`src/rtl/traffic_light_ctrl_if.sv`:
```
// Control/status bundle for one intersection controller.
// master drives the request inputs and observes lamps; slave is the controller.
interface traffic_light_ctrl_if;
  logic       en;
  logic       night_mode;
  logic       ped_req;
  logic [1:0] light_ns;
  logic [1:0] light_ew;
  logic       walk;
  logic       ped_pending;
  logic [2:0] state_o;

  modport master (
    output en, night_mode, ped_req,
    input  light_ns, light_ew, walk, ped_pending, state_o
  );

  modport slave (
    input  en, night_mode, ped_req,
    output light_ns, light_ew, walk, ped_pending, state_o
  );
endinterface

```
`src/rtl/traffic_light_ctrl.sv`:
```
// Two-approach traffic light controller: Moore FSM driven by one down-counting phase timer,
// with all-red clearance, latched pedestrian walk phase and night flashing mode.
module traffic_light_ctrl #(
  parameter int unsigned CNT_W      = 8,
  parameter int unsigned T_GREEN    = 8,
  parameter int unsigned T_YELLOW   = 3,
  parameter int unsigned T_ALLRED   = 2,
  parameter int unsigned T_WALK     = 5,
  parameter int unsigned FLASH_HALF = 4
) (
  input logic                 clk,
  input logic                 reset,
  traffic_light_ctrl_if.slave bus
);

  typedef enum logic [2:0] {
    StNsG   = 3'd0,
    StNsY   = 3'd1,
    StAr1   = 3'd2,
    StEwG   = 3'd3,
    StEwY   = 3'd4,
    StAr2   = 3'd5,
    StWalk  = 3'd6,
    StFlash = 3'd7
  } state_e;

  localparam logic [CNT_W-1:0] LdGreen  = CNT_W'(T_GREEN - 1);
  localparam logic [CNT_W-1:0] LdYellow = CNT_W'(T_YELLOW - 1);
  localparam logic [CNT_W-1:0] LdAllred = CNT_W'(T_ALLRED - 1);
  localparam logic [CNT_W-1:0] LdWalk   = CNT_W'(T_WALK - 1);
  localparam logic [CNT_W-1:0] LdFlash  = CNT_W'(FLASH_HALF - 1);

  state_e           state_q, state_d;
  logic [CNT_W-1:0] timer_q, timer_d;
  logic             flash_q, flash_d;
  logic             ped_q, ped_d;
  logic             expire;
  logic             enter_walk;

  assign expire     = bus.en && (timer_q == '0);
  assign enter_walk = expire && (state_q == StAr2) && !bus.night_mode && ped_q;

  always_ff @(posedge clk or negedge reset) begin
    if (!reset) begin
      state_q <= StAr2;
      timer_q <= LdAllred;
      flash_q <= 1'b0;
      ped_q   <= 1'b0;
    end else begin
      state_q <= state_d;
      timer_q <= timer_d;
      flash_q <= flash_d;
      ped_q   <= ped_d;
    end
  end

  always_comb begin
    state_d = state_q;
    timer_d = timer_q;
    flash_d = flash_q;
    if (bus.en && (timer_q != '0)) begin
      timer_d = timer_q - 1'b1;
    end else if (expire) begin
      unique case (state_q)
        StNsG: begin
          state_d = StNsY;
          timer_d = LdYellow;
        end
        StNsY: begin
          state_d = StAr1;
          timer_d = LdAllred;
        end
        StAr1: begin
          state_d = bus.night_mode ? StFlash : StEwG;
          timer_d = bus.night_mode ? LdFlash : LdGreen;
        end
        StEwG: begin
          state_d = StEwY;
          timer_d = LdYellow;
        end
        StEwY: begin
          state_d = StAr2;
          timer_d = LdAllred;
        end
        StAr2: begin
          if (bus.night_mode) begin
            state_d = StFlash;
            timer_d = LdFlash;
          end else if (ped_q) begin
            state_d = StWalk;
            timer_d = LdWalk;
          end else begin
            state_d = StNsG;
            timer_d = LdGreen;
          end
        end
        StWalk: begin
          state_d = StNsG;
          timer_d = LdGreen;
        end
        StFlash: begin
          if (bus.night_mode) begin
            timer_d = LdFlash;
            flash_d = ~flash_q;
          end else begin
            state_d = StAr2;
            timer_d = LdAllred;
            flash_d = 1'b0;
          end
        end
      endcase
    end
  end

  // Clear wins over a same-cycle press: the request is being served by this WALK.
  always_comb begin
    ped_d = ped_q;
    if (enter_walk) begin
      ped_d = 1'b0;
    end else if (bus.ped_req && (state_q != StWalk)) begin
      ped_d = 1'b1;
    end
  end

  always_comb begin
    bus.light_ns = 2'b00;
    bus.light_ew = 2'b00;
    bus.walk     = 1'b0;
    unique case (state_q)
      StNsG:   bus.light_ns = 2'b01;
      StNsY:   bus.light_ns = 2'b10;
      StEwG:   bus.light_ew = 2'b01;
      StEwY:   bus.light_ew = 2'b10;
      StWalk:  bus.walk     = 1'b1;
      StFlash: begin
        bus.light_ns = flash_q ? 2'b11 : 2'b10;
        bus.light_ew = flash_q ? 2'b11 : 2'b00;
      end
      StAr1, StAr2: ;
    endcase
  end

  assign bus.ped_pending = ped_q;
  assign bus.state_o     = state_q;

endmodule

```
`src/flat_wrapper.sv`:
```
// flat-port wrapper written by rule: the top's interface ports become plain ports
module traffic_light_ctrl_flat 
#(
  parameter int unsigned CNT_W      = 8,
  parameter int unsigned T_GREEN    = 8,
  parameter int unsigned T_YELLOW   = 3,
  parameter int unsigned T_ALLRED   = 2,
  parameter int unsigned T_WALK     = 5,
  parameter int unsigned FLASH_HALF = 4
)
  (clk, reset, bus_en, bus_night_mode, bus_ped_req, bus_light_ns, bus_light_ew, bus_walk, bus_ped_pending, bus_state_o);
  traffic_light_ctrl_if bus_i ();
  input logic clk;
  input logic reset;
  input wire logic [$bits(bus_i.en)-1:0] bus_en;
  input wire logic [$bits(bus_i.night_mode)-1:0] bus_night_mode;
  input wire logic [$bits(bus_i.ped_req)-1:0] bus_ped_req;
  output wire logic [$bits(bus_i.light_ns)-1:0] bus_light_ns;
  output wire logic [$bits(bus_i.light_ew)-1:0] bus_light_ew;
  output wire logic [$bits(bus_i.walk)-1:0] bus_walk;
  output wire logic [$bits(bus_i.ped_pending)-1:0] bus_ped_pending;
  output wire logic [$bits(bus_i.state_o)-1:0] bus_state_o;
  assign bus_i.en = bus_en;
  assign bus_i.night_mode = bus_night_mode;
  assign bus_i.ped_req = bus_ped_req;
  assign bus_light_ns = bus_i.light_ns;
  assign bus_light_ew = bus_i.light_ew;
  assign bus_walk = bus_i.walk;
  assign bus_ped_pending = bus_i.ped_pending;
  assign bus_state_o = bus_i.state_o;
  traffic_light_ctrl #(.CNT_W(CNT_W), .T_GREEN(T_GREEN), .T_YELLOW(T_YELLOW), .T_ALLRED(T_ALLRED), .T_WALK(T_WALK), .FLASH_HALF(FLASH_HALF)) u_core (.clk(clk), .reset(reset), .bus(bus_i));
endmodule
```
`config.mk`:
```
export PLATFORM = sky130hd
export DESIGN_NAME = traffic_light_ctrl_flat
export DESIGN_NICKNAME = d
export VERILOG_FILES = /design/src/rtl/traffic_light_ctrl_if.sv /design/src/rtl/traffic_light_ctrl.sv /design/src/flat_wrapper.sv
export SDC_FILE = /design/constraint.sdc
export NUM_CORES = 1
export LEC_CHECK = 0
export CORE_UTILIZATION = 50
export DETAILED_ROUTE_END_ITERATION = 6
export GPL_TIMING_DRIVEN = 0
export PLACE_DENSITY = 0.75
export SETUP_SLACK_MARGIN = 0.4
export SKIP_LAST_GASP = 1
export SLEW_MARGIN = 20
export SYNTH_ARGS = -nofsm -noshare
export SYNTH_HDL_FRONTEND = slang
export SYNTH_SLANG_ARGS = --single-unit
export TNS_END_PERCENT = 5
```
`constraint.sdc`:
```
create_clock -name clk -period 2.48 [get_ports clk]
set_input_delay 0.496 -clock clk [delete_from_list [all_inputs] [get_ports clk]]
set_output_delay 0.496 -clock clk [all_outputs]
set_load 0.05 [all_outputs]
```
Word-level counts from Yosys, hierarchy flattened --
Index checks and enable logic that the tools add are counted.
Operators by class: mux-type cells 20, reductions and logical operators 16, equality and inequality tests 9, bitwise gates (word level) 2, $add $sub $neg 1
Operators by type and width (number):
- 8-bit case mux with 6 select lines | 1
- 8-bit two-way mux | 3
- 3-bit case mux with 8 select lines | 1
- 3-bit two-way mux | 5
- 3-bit equality test, second input constant | 4
- 2-bit case mux with 3 select lines | 2
- 8-bit zero test | 1
- 8-bit nonzero test | 1
- 8-bit by 1-bit subtractor with 8-bit output, second input constant | 1
- 3-bit by 2-bit equality test with 1-bit output, second input constant | 2
- 1-bit logical AND | 6
- 2-bit two-way mux | 3
- 3-bit AND reduction | 2
- 1-bit two-way mux | 5
- 2-bit nonzero test | 2
- 2-bit OR reduction | 2
- 3-bit by 1-bit equality test with 1-bit output, second input constant | 1
- 3-bit zero test | 1
- 3-bit inequality test, second input constant | 1
- 2-bit inequality test, second input constant | 1
- 1-bit NOT | 2
- 1-bit zero test | 1
Storage, ports and cells: input port bits 5, register bits 13, word-level logic and storage cells 52, output and inout bits 9

Logic depth before layout (Yosys ltp) --
Gate-level depths: netlist (run 1).
depth in word-level cells 6, gate-level depth with buffers 7, mapped depth without buffers 6

Worst setup path after synthesis (run 1) --
No wires, ideal clock.
path kind register to output, start register u_core.state_q[1] (netlist: u_core.bus.state_o[1]), end output bus_light_ns[0], cell stages (with the launch flop) 4, path buffers 2, arrival 2102 ps, setup slack -118 ps, data required time 1984 ps, cells stage by stage dfrtp_1 clkbuf_1 clkbuf_1 o21ai_0
Between the ends: cells in the longest elaborated chain, start to end 2, elaborated cells between the ends (all ways) 4, those cells by class 2 x eq/ne; 1 x mux; 1 x reduce/logical
Ends and longest elaborated chain:
- start: declaration | line traffic_light_ctrl.sv:33 | state_e state_q, state_d;
- start signal: assignment | line traffic_light_ctrl.sv:45 | state_q <= StAr2;
- start signal: assignment | line traffic_light_ctrl.sv:50 | state_q <= state_d;
- 3-bit equality test (tied with other cells) | line traffic_light_ctrl.sv:129 | unique case (state_q)
- 2-bit case mux with 3 select lines * | line traffic_light_ctrl.sv:129
- end: declaration | line flat_wrapper.sv:18 | output wire logic [$bits(bus_i.light_ns)-1:0] bus_light_ns;
Every way passes the cells marked *; elsewhere a longest branch is shown, timed or not.

Worst setup path after layout (run 1) --
start register u_core.state_q[0] (netlist: u_core.bus.state_o[0]), end output bus_state_o[0]
RTL lines:
- end: declaration | line flat_wrapper.sv:22 | output wire logic [$bits(bus_i.state_o)-1:0] bus_state_o;
No word-level cell between the ends.

==> flow_summary.ini, run 1 <==
[status]
violations = design-rule violations
status = complete, but fails checks

[clock_tree]
clk_pin_slew_ns = 0.07
cts-hold-fix-buffers = 0
cts_tree = yes
clockBufferDepth = 2
cts-buffers-inserted = 3
clk_latency_ns = 0.28
h-tree-depth = 1
clock-root-buffer = clkbuf_4
clock_sinks = 13
cts_setup_buffers = 0

[die]
rows = 14
core_area_um2 = 1580
pin_count = 14
start_util_pct = 56.3
fp.dieW_um = 44.2
die_area_um2 = 1950
fp.dieH_um = 44.2

[finish]
final-instance-count-excl-fill = 136
diodes = 0
nNetsFinal = 128
fin_area_um2 = 1060
area_growth_pct = 19.0
drive_above_1_share_pct = 20.0

[setup_path]
critical_path_cell_count = 1
worst_path_max_delay_cell = clkdlybuf4s50_1
path_class = register to primary output
crit_buf_inv = 1
path_cells = clkdlybuf4s50_1
crit_arrival_ns = 1.69
crit_fanout = 8
cp-start-kind = register
reg2regPathDepth = 7
crit_family = buffers and inverters
max_stage_delay_ns = 0.82
worstPathRequired_ns = 1.98
crit_path_end_kind = primary output

[synth]
yosys.area.top_type = dfrtp_1
ys_types = 36
syn_inst = 104
syn_nets = 111
synth.top_cell.area_share_pct = 28.2
ys_ff_latch = 13
synth_warnings = 0
seq_area_frac_synth_pct = 37.0
syn_area_um2 = 888
synth.avg_cell_area_um2 = 8.54
synthTopCellsByArea = dfrtp_1, dfstp_2, nor2_1

[detailed_routing]
routedWlPerCell_um = 14.3
drt-initial-drc-count = 21
vias_per_cell = 6.16
drt_pass1_iterations = 6
num_vias = 838
drt-total-wl_um = 1940
drt.antenna.violating_nets = 0
remaining_drc_errors = 1

[timing]
max_slew_margin_pct = 60.6
fmax_ghz = 0.457
finalSetupTns_ns = 0
worst_slack_ns = 0.291
fin_crit_ns = 2.19
slew_violations = 0
hold_violations = 0
rsz0062_at_grt = true
max_slew.worst_pin.slew_ns = 0.589
clock_skew_ns = 0.00501
setup_violations = 0
fin_crit_sh_pct = 88.3

[global_routing]
grtUsageTotal_pct = 23.6
grt_first_pass_wirelength_um = 3320
grt_overflow = 0
antenna_found_initial = 0
grt_max_degree = 14
first_global_vias = 735

[placed_design]
placed_cells = 132
routabilityCongestion = 0.782
pre_cts_ws_ns = -0.115
hpwl_um = 1390
io_buffer_count = 12
dpl_cell_area_um2 = 1040

[power_and_ir_drop]
powerDensity_nw_per_um2 = 1120
ir_worst_vdd_mv = 0.761
p_leak_nw = 0.454

[hold_path]
hp-class = register to register
hold_depth = 1

[run]
maxCapViolCount = 0
[repair_timing]
item | CTS | global route
setup endpoints to repair | 8 | 7
gates resized for setup | 22 | 6
hold endpoints to repair | 0 | 0
pin swaps | 0 | 0
[synthesized netlist by cell type (all sizes together)]
master  count
a211oi      2
a21o        3
mux2i       2
nor4        1
inv         4
and2        2
nor3        4
o21ai       8
nand4b      1
ha          2
mux2        1
dfstp       3
nand3       4
a21boi      1
a221oi      1
a21oi       4
buf         2
o22a        2
nor2       11
or2         2
o21a        1
nor4b       2
clkbuf      4
or3         1
nand2b      4
nand3b      3
or4b        1
and4        1
nand4       1
dfrtp      10
nand2      10
a31oi       6
[flip-flops by register name, indices dropped and copies added (netlist names)]
| signal | count |
|---|---|
| u_core.flash_q | 1 |
| u_core.bus.ped_pending | 1 |
| u_core.timer_q | 8 |
| u_core.bus.state_o | 3 |
[per-layer routing]
metal | up-vias | wire length, um | global-route usage [%]
li1 | 409 | - | -
met1 | 404 | 891 | 32.1
met2 | 23 | 926 | 35.6
met3 | 2 | 112 | 7.76
met4 | 0 | 10 | 7.27
met5 | - | 0 | 0
[worst paths after layout]
kind                                         end  slack (ns)                  start
setup / recovery                  bus_state_o[0]        0.29  u_core.bus.state_o[0]
setup reg to reg                  u_core.flash_q        0.54      u_core.timer_q[1]
hold reg to reg                u_core.timer_q[1]        0.55      u_core.timer_q[1]
min in group asynchronous  u_core.bus.state_o[1]        0.59                  reset
max in group asynchronous      u_core.timer_q[3]        1.50                  reset
hold / removal                 u_core.timer_q[1]        0.55      u_core.timer_q[1]
[worst register-to-register path, cell delays in order, from the launching register on]
cell	delay (ns)
dfrtp_1	0.39
inv_1	0.08
ha_1	0.19
nor4b_2	0.43
and2_1	0.20
buf_4	0.15
and4_1	0.23
mux2i_1	0.19
[logic make-up (layout without fill, tap and decap cells)]
logic type | Yosys count | in the layout | synth area share, %
simple gates | 48 | 48 | 31.4
compound gates | 28 | 28 | 20.0
flops | 13 | 13 | 37.0
buf+inv | 10 | 26 | 4.79
mux | 3 | 3 | 3.94
fa+ha+maj | 2 | 2 | 2.82
[power breakdown]
group,internal [mW],total [mW],switching (mW)
Clock,0.0624,0.129,0.0662
Combinational,0.239,0.643,0.404
Sequential,0.300,0.411,0.111
Total,0.601,1.18,0.581
[layout by cell type (no fill, tap or decap), types with 3 or more instances in the layout]
cell type         n
nand2_1           9
clkbuf_4          4
dfrtp_1          10
nand3_1           4
nand3b_1          3
nor3_1            4
inv_1             4
clkdlybuf4s50_1   6
nor2_1           11
o21ai_0           7
dfstp_2           3
nand2b_1          4
a21oi_1           3
a31oi_1           6
clkbuf_2          4
buf_2             3
[metrics by stage]
stage	hold slack [ns]	utilization, %	power [mW]
floorplan	0.200	-	0.877
detailed placement	0.532	66.0	1.06
global placement	0.526	66.0	1.04
finish	0.548	67.1	1.18
global route	0.588	67.1	1.27
CTS	0.549	67.5	1.19
[cell type report]
type / count / area [um2]
timing repair buffer: 12 / 106
clock buffer: 4 / 26.3
tap: 16 / 20.0
inverter: 4 / 15.0
fill: 136 / 519
buffer: 6 / 32.5
multi-input combinational: 81 / 528
sequential: 13 / 329
Note: power is estimated with default switching activity, not from simulation.
==> run 2, diff against run 1 <==
CTS_CLUSTER_DIAMETER = 50   (was default)
SKIP_CTS_REPAIR_TIMING = 1   (was default)
TNS_END_PERCENT = 100   (was 5)
==> run 2 against run 1 <==
The flow still finishes with violations (design-rule violations); utilization grew 4.0 points; sequential share of layout area shrank 1.7 points; setup slack improved by 0.054 ns; sequential power barely moved; hold slack gained 0.0048 ns; clock power rose by 11%; routed wire length rose by 5.6%; flip-flop and latch count is the same; count of clock-buffer cells in the layout unchanged; critical path depth is 4 higher; final cell count grew 2.2%; clock skew decreased by 0.0037 ns; largest cell class unchanged; highest routed layer unchanged.
==> flow_summary.ini, run 2 (synthesis results as in run 1) <==
[status]
status = complete, but fails checks
violations = design-rule violations

[timing]
setup_violations = 0
fin_crit_ns = 2.14
rsz0062_at_grt = true
fmax_ghz = 0.468
holdWs_ns = 0.552
hold_violations = 0
clock_skew_ns = 0.00132
max_slew.worst_pin.slew_ns = 0.605
max_slew_margin_pct = 59.6
finalSetupTns_ns = 0
slew_violations = 0
fin_crit_sh_pct = 86.1

[detailed_routing]
num_vias = 835
routedWlPerCell_um = 14.7
drt-initial-drc-count = 23
vias_per_cell = 6.01
drt_pass1_iterations = 6
remaining_drc_errors = 1
drt.antenna.violating_nets = 0
drt-total-wl_um = 2050

[die]
core_area_um2 = 1580
fp.dieH_um = 44.2
fp.dieW_um = 44.2
start_util_pct = 56.3
rows = 14
die_area_um2 = 1950
pin_count = 14

[placed_design]
placed_cells = 132
hpwl_um = 1440
routabilityCongestion = 0.792
io_buffer_count = 12

[power_and_ir_drop]
powerDensity_nw_per_um2 = 1110
ir_worst_vdd_mv = 0.918
p_leak_nw = 0.500
p_total_mw = 1.25

[finish]
diodes = 0
final_common_cell = nor2_1
final-instance-count-excl-fill = 139
layout_common_cells = nor2_1, nand2_1, dfrtp_1
largest_register = u_core.timer_q
nNetsFinal = 131
drive_above_1_share_pct = 24.4
largest_register_ffs = 8
area_growth_pct = 26.2

[setup_path]
crit_top_cell = clkbuf_4
cp-start-kind = register
crit_buf_inv = 2
crit_arrival_ns = 1.64
path_class = register to primary output
path_cells = clkbuf_4, nand3_1, o21ai_0, and2_2, clkbuf_4
crit_fanout = 10
worst_path_max_delay_cell = dfstp_2
worstPathRequired_ns = 1.98
crit_path_end_kind = primary output
crit_family = flip-flops
max_stage_delay_ns = 0.63

[clock_tree]
clock-root-buffer = clkbuf_4
cts-buffers-inserted = 3
cts_tree = yes
clockBufferDepth = 2
clk_pin_slew_ns = 0.09
clk_latency_ns = 0.28
h-tree-depth = 1
clock_sinks = 13

[global_routing]
first_global_vias = 670
met2_usage_pct = 31.5
grt_max_degree = 14
grt_first_pass_wirelength_um = 3080
grtUsageMet1_pct = 32.1
grt_overflow = 0
antenna_found_initial = 0
grt_util_met3_pct = 8.98
grtUsageTotal_pct = 22.4
grt_busiest_layer = met1

[run]
maxCapViolCount = 0

[hold_path]
hp-class = primary input to register
## run 2: changes by cell type in the layout (fill, tap and decap cells not counted), moves of 2 or more
cell,delta
dlymetal6s2s_1,+4
clkdlybuf4s50_1,-2
clkbuf_4,+2
buf_2,-2
buf_6,+2
clkbuf_2,-3
dlygate4sd2_1,-2
buf_4,+4
## run 2: per-layer routing
metal	vias up	wire (um)
met2	25	969
met1	390	943
met3	4	112
met4	0	22
met5	-	0
li1	416	-
## run 2: metrics by stage
step	util (%)	area, um2	setup WS (ns)
after detailed placement	66.3	1050	-0.144
final	71.1	1120	0.345
after floorplan	-	906	0.344
after global routing	71.1	1120	0.264
after CTS	68.0	1070	-0.463
after global placement	66.3	1050	-0.0880
## run 2: worst paths after layout
kind | slack [ns] | cells past startpoint | to | from
setup / recovery | 0.34 | 5 | bus_light_ew[1] | u_core.bus.state_o[0]
setup reg to reg | 0.56 | 6 | u_core.timer_q[1] | u_core.timer_q[1]
max in group asynchronous | 1.47 | 1 | u_core.bus.state_o[1] | reset
hold / removal | 0.55 | 2 | u_core.timer_q[1] | bus_en
min in group asynchronous | 0.58 | 1 | u_core.bus.ped_pending | reset
hold reg to reg | 0.55 | 1 | u_core.timer_q[1] | u_core.timer_q[1]
## run 2: worst reg2reg max path, cell delays in order (launching register included)
cell and delay (ns):
dfrtp_1 0.40, inv_1 0.08, ha_1 0.20, or4b_1 0.53, nor4_1 0.29, o21ai_0 0.14
o22a_1 0.17
## run 2: cell type report
type | instances | area [um2]
buffer | 6 | 50.0
clock buffer | 4 | 26.3
fill | 134 | 455
inverter | 4 | 15.0
multi-input combinational | 81 | 536
sequential | 13 | 330
tap | 16 | 20.0
timing repair buffer | 15 | 144
## run 2: power by group
group	leakage (nW)	internal, mW	switching [mW]	total [mW]
Sequential	0.147	0.301	0.113	0.413
Clock	0.0150	0.0625	0.0803	0.143
Combinational	0.337	0.283	0.408	0.691
==> run 3, diff against run 2 <==
PLACE_DENSITY = default   (was 0.75)
PLACE_DENSITY_LB_ADDON = 0.25   (was default)
==> run 3 against run 2 <==
The flow now finishes without violations; register-to-register slack better by 0.07 ns; critical endpoint unchanged; non-clock buffer count is 2 lower; sequential power is 1% higher; highest routed layer unchanged; clock power barely moved.
==> flow_summary.ini, run 3 (synthesis results as in run 1) <==
[die]
pin_count = 14
die_area_um2 = 1950
fp.dieW_um = 44.2
core_area_um2 = 1580
start_util_pct = 56.3
fp.dieH_um = 44.2
rows = 14

[detailed_routing]
drt.antenna.violating_nets = 0
drt_pass1_iterations = 6
remaining_drc_errors = 0
drt-initial-drc-count = 25
num_vias = 824
routedWlPerCell_um = 15.0
vias_per_cell = 6.01
drt-total-wl_um = 2050

[clock_tree]
cts-buffers-inserted = 3
clk_pin_slew_ns = 0.09
clock-root-buffer = clkbuf_4
clockBufferDepth = 2
clock_sinks = 13
cts_tree = yes
h-tree-depth = 1
clk_latency_ns = 0.30

[finish]
drive_above_1_share_pct = 23.1
largest_register_ffs = 8
diodes = 0
area_growth_pct = 26.3
final_common_cell = nor2_1
largest_register = u_core.timer_q
nNetsFinal = 129
layout_common_cells = nor2_1, nand2_1, dfrtp_1
final-instance-count-excl-fill = 137

[placed_design]
placed_cells = 132
pre_cts_ws_ns = -0.109
routabilityCongestion = 0.835
io_buffer_count = 12
hpwl_um = 1430

[setup_path]
crit_buf_inv = 2
crit_top_cell = clkbuf_4
critical_path_cell_count = 5
path_cells = clkbuf_4, nand3_1, o21ai_0, and2_2, clkbuf_4
crit_path_end_kind = primary output
r2r-end = u_core.timer_q[1]
path_class = register to primary output
cp-start-kind = register
crit_arrival_ns = 1.64
reg2regPathDepth = 6
crit_fanout = 10
crit-reg2reg-launch = u_core.timer_q[1]
worst_path_max_delay_cell = dfstp_2
rrSetupSlack_ns = 0.63
max_stage_delay_ns = 0.62
crit_family = flip-flops
worstSetupStartpoint = u_core.bus.state_o[0]
worstPathRequired_ns = 1.98
endpoint = bus_light_ew[1]

[global_routing]
grt_first_pass_wirelength_um = 3070
grt_overflow = 0
antenna_found_initial = 0
grtUsageTotal_pct = 22.0
first_global_vias = 675
grt_max_degree = 14

[timing]
slew_violations = 0
hold_violations = 0
max_slew_margin_pct = 59.0
clock_skew_ns = 0.00798
rsz0062_at_grt = true
fin_crit_sh_pct = 86.1
worst_slack_ns = 0.344
fmax_ghz = 0.468
fin_crit_ns = 2.14
max_slew.worst_pin.slew_ns = 0.612
setup_violations = 0

[hold_path]
hp-class = primary input to register

[status]
status = completed

[power_and_ir_drop]
p_total_mw = 1.24
powerDensity_nw_per_um2 = 1110
p_leak_nw = 0.493
ir_worst_vdd_mv = 0.924

[run]
maxCapViolCount = 0
## run 3: report_power, final
part / internal (mW) / switching, mW
registers: 0.301 / 0.118
clock network: 0.0628 / 0.0800
logic: 0.276 / 0.403
## run 3: metal layers
metal	vias to the layer above	part of all wire (%)	global-route usage, %
met4	0	0.44	5.45
met2	19	47	34.1
met1	395	46	28.8
met3	2	6.1	8.98
li1	408	-	-
met5	-	0	0
## run 3: cell type report
| class | count | area, um2 |
|---|---|---|
| multi-input cells | 81 | 544 |
| fillers | 124 | 454 |
| flip-flops and latches | 13 | 330 |
| repair buffers | 13 | 133 |
| plain buffers | 6 | 53.8 |
| clock buffers | 4 | 26.3 |
| well taps | 16 | 20.0 |
| inverters | 4 | 15.0 |
## run 3: worst min path at each step
stage | start | to | cells after the start
finish | bus_en | u_core.timer_q[1] | 2
global route | bus_en | u_core.timer_q[1] | 2
CTS | bus_en | u_core.timer_q[1] | 2
detailed placement | u_core.timer_q[1] | u_core.timer_q[1] | 1
global placement | u_core.timer_q[1] | u_core.timer_q[1] | 1
floorplan | reset | u_core.bus.ped_pending | 0
## run 3: per-stage QoR
stage / hold WS [ns] / cell area [um2] / util (%) / TNS, ns
after floorplan: 0.200 / 906 / - / 0
after global placement: 0.518 / 1050 / 66.3 / -0.147
after detailed placement: 0.527 / 1050 / 66.3 / -0.211
after CTS: 0.538 / 1070 / 68.0 / -1.37
after global routing: 0.568 / 1120 / 71.2 / 0
final: 0.533 / 1120 / 71.2 / 0
## run 3: worst reg2reg max path, cell delays in order (launching register included)
cell and delay (ns):
dfrtp_1 0.40, inv_1 0.08, ha_1 0.20, or4b_1 0.51, nor4_1 0.27, o21ai_0 0.13
o22a_1 0.16
